File: config.mk
export PLATFORM = sky130hd
export DESIGN_NAME = qcl_sync_arb_ctrl
export DESIGN_NICKNAME = d
export VERILOG_FILES = /design/src/rtl/qcl_sync_arb_pkg.sv /design/src/rtl/qcl_sync_arb_ctrl_rr_arb.sv /design/src/rtl/qcl_sync_arb_ctrl.sv
export SDC_FILE = /design/constraint.sdc
export NUM_CORES = 1
export LEC_CHECK = 0
export ABC_CLOCK_PERIOD_IN_PS = 6800
export BUFFER_PORTS_ARGS = -buffer_cell sky130_fd_sc_hd__buf_2
export CORE_UTILIZATION = 40
export DETAILED_ROUTE_END_ITERATION = 6
export PLACE_DENSITY = 0.71
export SETUP_SLACK_MARGIN = 0.1
export SYNTH_ARGS = -nofsm -noshare
export SYNTH_HDL_FRONTEND = slang
export SYNTH_SLANG_ARGS = --single-unit
File: constraint.sdc
create_clock -name clk_i -period 6.8 [get_ports clk_i]
set_input_delay 0.34 -clock clk_i [delete_from_list [all_inputs] [get_ports clk_i]]
set_output_delay 0.34 -clock clk_i [all_outputs]
set_load 0.01 [all_outputs]
File: src/rtl/qcl_sync_arb_pkg.sv
// qcl_sync_arb_pkg: shared types for the qcl_sync source-side arbiter.
// Holds the controller state enum and the requester-index width helper.
package qcl_sync_arb_pkg;

  typedef enum logic {
    IDLE = 1'b0,
    HOLD = 1'b1
  } state_e;

  // Index width that stays at least one bit for a single requester.
  function automatic int id_width(input int n);
    return (n > 1) ? $clog2(n) : 1;
  endfunction

endpackage

File: src/rtl/qcl_sync_arb_ctrl_rr_arb.sv
// qcl_rr_arb: combinational round-robin pick starting at ptr_i.
// Returns a one-hot grant and the encoded winner index.
module qcl_rr_arb
  import qcl_sync_arb_pkg::*;
#(
  parameter int els_p = 4,
  localparam int id_width_lp = id_width(els_p)
) (
  input  logic [els_p-1:0]       req_i,
  input  logic [id_width_lp-1:0] ptr_i,
  output logic [els_p-1:0]       gnt_o,
  output logic [id_width_lp-1:0] idx_o
);

  logic                   hit;
  int                     j;
  logic [id_width_lp-1:0] jj;

  // Scan from the pointer upward, wrapping, first valid wins.
  always_comb begin
    gnt_o = '0;
    idx_o = '0;
    hit   = 1'b0;
    j     = 0;
    jj    = '0;
    for (int i = 0; i < els_p; i++) begin
      j = int'(ptr_i) + i;
      if (j >= els_p) j = j - els_p;
      jj = id_width_lp'(j);
      if (!hit && req_i[jj]) begin
        hit       = 1'b1;
        gnt_o[jj] = 1'b1;
        idx_o     = jj;
      end
    end
  end

endmodule

File: src/rtl/qcl_sync_arb_ctrl.sv
// qcl_sync_arb_ctrl: shares one qcl_sync_dff channel among els_p requesters.
// Define QCL_SYNC_ARB_STATS_EN to add the stat_cnt_o accepted-word counter.
module qcl_sync_arb_ctrl
  import qcl_sync_arb_pkg::*;
#(
  parameter int els_p = 4,
  parameter int width_p = 8,
  parameter int hold_cycles_p = 4,
  localparam int id_width_lp = id_width(els_p)
) (
  input  logic                     clk_i,
  input  logic                     reset_n_i,
  input  logic [els_p-1:0]         req_v_i,
  input  logic [els_p*width_p-1:0] req_data_i,
  output logic [els_p-1:0]         req_ready_o,
  output logic [width_p-1:0]       sync_data_o,
  output logic [id_width_lp-1:0]   sync_id_o,
  output logic                     sync_toggle_o,
  output logic                     busy_o
`ifdef QCL_SYNC_ARB_STATS_EN
  ,
  output logic [15:0]              stat_cnt_o
`endif
);

  localparam int cnt_w_lp = $clog2(hold_cycles_p);

  state_e                 state_r;
  logic [cnt_w_lp-1:0]    cnt_r;
  logic [id_width_lp-1:0] ptr_r;
  logic [id_width_lp-1:0] ptr_nx;
  logic [els_p-1:0]       gnt;
  logic [id_width_lp-1:0] idx;
  logic                   grant;
  logic [width_p-1:0]     lane [els_p];

  qcl_rr_arb #(
    .els_p(els_p)
  ) u_rr (
    .req_i(req_v_i),
    .ptr_i(ptr_r),
    .gnt_o(gnt),
    .idx_o(idx)
  );

  // Split the flat data bus into per-requester lanes.
  always_comb begin
    for (int i = 0; i < els_p; i++) begin
      lane[i] = req_data_i[i*width_p +: width_p];
    end
  end

  // Grant only when the channel is free; reset masks ready at once.
  always_comb begin
    grant = reset_n_i && (|req_v_i)
         && ((state_r == IDLE) || (cnt_r == '0));
    req_ready_o = grant ? gnt : '0;
    ptr_nx = (idx == id_width_lp'(els_p - 1)) ? '0 : idx + 1'b1;
  end

  assign busy_o = (state_r == HOLD);

  // Launch a word on grant, then hold it for hold_cycles_p cycles.
  always_ff @(posedge clk_i or negedge reset_n_i) begin
    if (!reset_n_i) begin
      state_r       <= IDLE;
      cnt_r         <= '0;
      ptr_r         <= '0;
      sync_data_o   <= '0;
      sync_id_o     <= '0;
      sync_toggle_o <= 1'b0;
    end else if (grant) begin
      state_r       <= HOLD;
      cnt_r         <= cnt_w_lp'(hold_cycles_p - 1);
      ptr_r         <= ptr_nx;
      sync_data_o   <= lane[idx];
      sync_id_o     <= idx;
      sync_toggle_o <= ~sync_toggle_o;
    end else if (state_r == HOLD) begin
      if (cnt_r == '0) state_r <= IDLE;
      else             cnt_r   <= cnt_r - 1'b1;
    end
  end

`ifdef QCL_SYNC_ARB_STATS_EN
  logic [15:0] stat_cnt_r;

  // Count accepted words; wraps naturally at 16 bits.
  always_ff @(posedge clk_i or negedge reset_n_i) begin
    if (!reset_n_i) stat_cnt_r <= '0;
    else if (grant) stat_cnt_r <= stat_cnt_r + 16'd1;
  end

  assign stat_cnt_o = stat_cnt_r;
`endif

endmodule
Yosys cells after proc, flatten, opt, wreduce, memory -nomap -nowiden
Index checks and enable logic that the tools add are counted.
{"block": "op_classes", "n_addsub": 9, "multipliers": 0, "div": 0, "magnitude_cmp": 13, "eq_ne": 2, "shift": 0, "mux": 42, "bitwise": 6, "n_reduce_logical": 17}
{"operator": "$mux W2", "count": 12}
{"operator": "$mux W4", "count": 5}
{"operator": "$bmux W8 S2", "count": 1}
{"operator": "$mux W8", "count": 2}
{"operator": "$mux W1", "count": 14}
{"operator": "$ge A3 B3 Y1 const B", "count": 4}
{"operator": "$lt A2 B3 Y1 const B", "count": 4}
{"operator": "$or A4 B4 Y4", "count": 3}
{"operator": "$sub A2 B1 Y2 const B", "count": 5}
{"operator": "$logic_and A1 B1 Y1", "count": 9}
{"operator": "$bmux W1 S2", "count": 4}
{"operator": "$demux W1 S2", "count": 4}
{"operator": "$ge A2 B1 Y1 const B", "count": 4}
{"operator": "$add A2 B2 Y3 const B", "count": 2}
{"operator": "$reduce_or A4 Y1", "count": 1}
{"operator": "$add A2 B1 Y3 const B", "count": 1}
{"operator": "$ge A2 B3 Y1 const B", "count": 1}
{"operator": "$logic_not A1 Y1", "count": 3}
{"operator": "$not A2 Y3", "count": 1}
{"operator": "$add A2 B1 Y2 const B", "count": 1}
{"operator": "$eq A2 B2 Y1 const B", "count": 1}
{"operator": "$logic_not A2 Y1", "count": 1}
{"operator": "$ne A2 B2 Y1 const B", "count": 1}
{"operator": "$not A1 Y1", "count": 2}
{"operator": "other kinds (3)", "count": 3}
{"block": "totals", "register_bits": 16, "latchBits": 0, "ramBits": 0, "mem_bits_ro": 0, "inputBits": 38, "wordCells": 95, "mem_count": 0}

Logic depth before layout (Yosys ltp)
{"block": "logic_depth", "depth_word": 18, "mapped_depth": 11}

Hierarchy
Synthesis repeated with hierarchy kept, for this count alone.
{"block": "hier_totals", "cells_unflattened": 124, "hier_area_um2": 1400.1}
{"mod": "qcl_sync_arb_ctrl", "instances": 1, "cells_each": 59, "area_each_um2": 910.9, "seq_area_each_um2": 400.4}
{"mod": "qcl_rr_arb", "instances": 1, "cells_each": 65, "area_each_um2": 489.2, "seq_area_each_um2": 0.0}

Least setup slack after synthesis
OpenSTA, ideal clock, no wires.
{"block": "synth_timing", "kind": "reg2reg", "from": "register ptr_r[1]", "to": "register ptr_r[1]", "setup_time_ns": 0.125, "arrival_time_ns": 2.690, "path_slack_ns": 3.986, "path_stages_with_launch": 12, "n_path_buf": 3, "synth_period_minus_slack_ns": 2.814, "path_cell_list": "dfrtp_1 -> buf_6 -> clkinv_1 -> clkbuf_1 -> ha_1 -> nor3b_1 -> o21ai_2 -> and2_1 -> buf_6 -> a21oi_2 -> ha_1 -> mux2_2"}
{"block": "synth_between", "elab_chain_cells": 16}
{"element": "start: declaration", "line_no": "qcl_sync_arb_ctrl.sv:30", "source": "logic [id_width_lp-1:0] ptr_r;"}
{"element": "start signal: assignment", "line_no": "qcl_sync_arb_ctrl.sv:75", "source": "ptr_r <= ptr_nx;"}
{"element": "branches (longest 13 deep; another with $add A2 B1 Y3)"}
{"element": "$mux W2 *", "line_no": "qcl_sync_arb_ctrl_rr_arb.sv:30", "source": "if (!hit && req_i[jj]) begin"}
{"element": "via idx[1]", "line_no": "qcl_sync_arb_ctrl.sv:33", "source": "logic [id_width_lp-1:0] idx;"}
{"element": "$add A2 B1 Y2 or $eq A2 B2 Y1 (tied branches)", "line_no": "qcl_sync_arb_ctrl.sv:58", "source": "ptr_nx = (idx == id_width_lp'(els_p - 1)) ? '0 : idx + 1'b1;"}
{"element": "$mux W2 *", "line_no": "qcl_sync_arb_ctrl.sv:58"}
{"element": "via ptr_nx[1]", "line_no": "qcl_sync_arb_ctrl.sv:31", "source": "logic [id_width_lp-1:0] ptr_nx;"}
Mark *: on every way through the listed nets, which the timed path passes. The select of a mux whose other input is x is not followed.
A chain may end at the register's enable or synchronous reset.

Worst setup path after layout
Same ends and word-level chain as after synthesis.

==> flow_metrics.py <==
metrics = {
    "yosys": {
        "yosysSeqAreaShare": 0.204,
        "synth_flop_cell": "dfrtp_1",
        "syn-num-nets": 287,
        "synth-warning-count": 0,
        "synth-edff-count": 0,
        "syn_area_sq_um": 1960,
        "yosys-top-cells-area": "dfrtp_1, nand2_1, a311oi_1",
        "yosys.area.top_type": "dfrtp_1",
        "ys_types": 45,
        "netlist_instances": 239,
        "synth_area_per_cell_sq_um": 8.20,
        "synth.top_cell.area_share": 0.204,
        "async_flop_share": 1.00,
        "synth_seq_cells": 16,
    },
    "grt": {
        "grt_pass1_vias": 1794,
        "track_usage": 0.202,
        "grt_max_degree": 34,
        "grt_pass1_wl_um": 8460,
        "overflow": 0,
        "antenna_found_initial": 0,
    },
    "placement": {
        "placed_area_sq_um": 2150,
        "dp_hpwl_um": 3740,
        "portBuffers": 53,
        "routabilityCongestion": 0.843,
    },
    "pwr": {
        "power.leakage_uw": 0.000961,
        "ir_worst_vdd_v": 0.000144,
        "p_per_area_nw_per_um2": 400,
    },
    "setup_path": {
        "crit_path_cell_trace": "clkinv_1 > ha_1 > nor3b_1 > o21ai_2 > and2_1 > a21oi_2 > ha_1 > mux2_2",
        "cp_top_family": "adder cells",
        "worst-path-buf-inv": 1,
        "cp_common_cell": "ha_1",
        "max_stage_delay_ns": 0.68,
        "worstSetupStartpointType": "flip-flop",
        "crit_path_end_kind": "flip-flop",
        "worstPathArrival_ns": 4.09,
        "r2r_cells": 8,
        "timing.rr.start": "ptr_r[1]$_DFFE_PN0P_",
        "timing.critical_path.required_ns": 6.94,
        "crit_slowest_cell": "clkinv_1",
        "crit-reg2reg-capture": "ptr_r[1]$_DFFE_PN0P_",
        "r2r_setup_slack_ns": 2.85,
        "crit_type": "flip-flop to flip-flop",
        "path_max_fanout": 21,
    },
    "timing": {
        "relSlewSlack": 0.206,
        "fin_skew_ns": 0.00228,
        "fin_tns_setup_ns": 0,
        "fmax_ghz": 0.253,
        "worstMarginPinSlew_ns": 1.19,
        "setup_violations": 0,
        "layout_min_cycle_time_ns": 3.95,
        "hold_viol": 0,
        "rsz0062_at_grt": "no",
        "timing.final.crit_share": 0.581,
        "final_max_slew_viol_count": 0,
        "hold_slack_ns": 0.0226,
    },
    "detailed_routing": {
        "drtPass1Iterations": 5,
        "vias": 2064,
        "drt_iter0_drc": 275,
        "ant_nets": 0,
        "via_per_inst": 6.07,
        "wirelength_um": 5250,
        "drc": 0,
        "post_drt_wl_per_cell_um": 15.5,
    },
    "layout": {
        "syn2layout_area_growth_pct": 12.1,
        "n_antenna_cell": 0,
        "fin_util": 0.465,
        "final_nets": 323,
        "drive_gt1_frac": 0.278,
        "stdcell_area_sq_um": 2200,
    },
    "run_status": {
        "status": "finished clean",
    },
    "cts": {
        "clockBufferDepth": 2,
        "hold_buffers": 0,
        "clock-sinks": 16,
        "clk_latency_ns": 0.25,
        "clkTransAtPathRegs_ns": 0.06,
        "htree_num_levels": 1,
        "root_buffer": "clkbuf_8",
        "cts_tree": "yes",
        "postCtsResizedCells": 0,
        "cts_setup_buffers": 0,
        "cts_buffers": 3,
    },
    "worst_hold_path": {
        "min_path_type": "primary input to async pin",
    },
    "die": {
        "num_rows": 25,
        "dieArea_sq_um": 5180,
        "fp.dieH_um": 72.0,
        "fp.dieW_um": 72.0,
        "start_util": 0.415,
        "io_pins": 54,
        "coreArea_sq_um": 4720,
    },
    "job": {
        "maxCapViolCount": 0,
    },
}
[metrics by stage]
| step | setup WS [ns] | total power [uW] | instances |
|---|---|---|---|
| floorplan | 3.99 | 688 | 239 |
| global placement | 3.12 | 788 | 337 |
| detailed placement | 2.89 | 804 | 337 |
| CTS | 2.91 | 876 | 340 |
| global route | 2.66 | 949 | 340 |
| finish | 2.85 | 878 | 340 |
[worst register-to-register path: cells and delay by family (launching register included)]
family,cells,cell delay [ns]
fa+ha+maj,2,0.97
simple gates,2,0.84
buf+inv,1,0.68
flops,1,0.65
compound gates,2,0.45
mux,1,0.25
[how the worst max path moves through the flow]
stage                               startpoint              endpoint  slack [ns]  depth (start not counted)
after floorplan           ptr_r[1]$_DFFE_PN0P_  ptr_r[1]$_DFFE_PN0P_        3.99                         11
after global placement    ptr_r[1]$_DFFE_PN0P_  ptr_r[1]$_DFFE_PN0P_        3.12                          8
after detailed placement  ptr_r[1]$_DFFE_PN0P_  ptr_r[1]$_DFFE_PN0P_        2.89                          8
after CTS                 ptr_r[1]$_DFFE_PN0P_  ptr_r[1]$_DFFE_PN0P_        2.91                          8
after global routing      ptr_r[1]$_DFFE_PN0P_  ptr_r[1]$_DFFE_PN0P_        2.66                          8
final                     ptr_r[1]$_DFFE_PN0P_  ptr_r[1]$_DFFE_PN0P_        2.85                          8
[layout make-up]
class                      instances  area [sq um]
tap                               67          83.8
inverter                           5          18.8
timing repair buffer              54           273
fill                             482          2530
multi-input combinational        195          1380
clock buffer                       3          41.3
sequential                        16           400
[synth_stat cells (2+ instances only)]
library cell and n:
a21oi_1 24, a22o_1 4, a311oi_1 16, and2_1 3, and3b_1 2, buf_2 9
buf_6 8, clkbuf_1 5, dfrtp_1 16, ha_1 10, inv_1 4, mux2_2 3
mux2i_1 5, mux4_2 2, nand2_1 51, nand2b_1 3, nand3_1 16, nor2_1 4
nor2b_1 3, nor3b_2 2, o21ai_2 2, o221ai_1 8, o311ai_0 6, o311ai_1 10
o31ai_1 2, or2_2 2
[power breakdown]
part           total (uW)  switching, uW  internal (uW)
clock network        71.6           32.2           39.3
logic                 610            351            259
registers             196           55.3            141
[cells by family after synthesis]
| group | after synthesis | share of synthesized area |
|---|---|---|
| simple gates | 94 | 0.234 |
| xor+xnor | 2 | 0.00894 |
| compound gates | 78 | 0.324 |
| mux | 11 | 0.0734 |
| fa+ha+maj | 10 | 0.0639 |
| flops | 16 | 0.204 |
| buf+inv | 28 | 0.0920 |
[state kept, by name, summed over array words and instances (netlist names)]
name / flops
busy_o: 1
cnt_r: 2
ptr_r: 2
sync_data_o: 8
sync_id_o: 2
sync_toggle_o: 1
[routing by layer]
metal,up-vias,track usage,wire (um),share of wire
li1,985,-,-,-
met1,973,0.297,2440,0.46
met2,99,0.316,2450,0.47
met3,7,0.0208,317,0.060
met4,0,0.0501,53,0.010
met5,-,0,0,0
[cell usage in the layout (no fill, tap or decap), types with 4 or more instances in the layout]
master and n:
ha_1 10, o311ai_1 10, nor2_1 4, nand2_1 51
mux2i_1 5, buf_2 53, a22o_1 4, a311oi_1 16
o221ai_1 8, dfrtp_1 16, nand3_1 16, inv_1 4
o311ai_0 6, a21oi_1 24
Power figures use the tool's default switching activity.
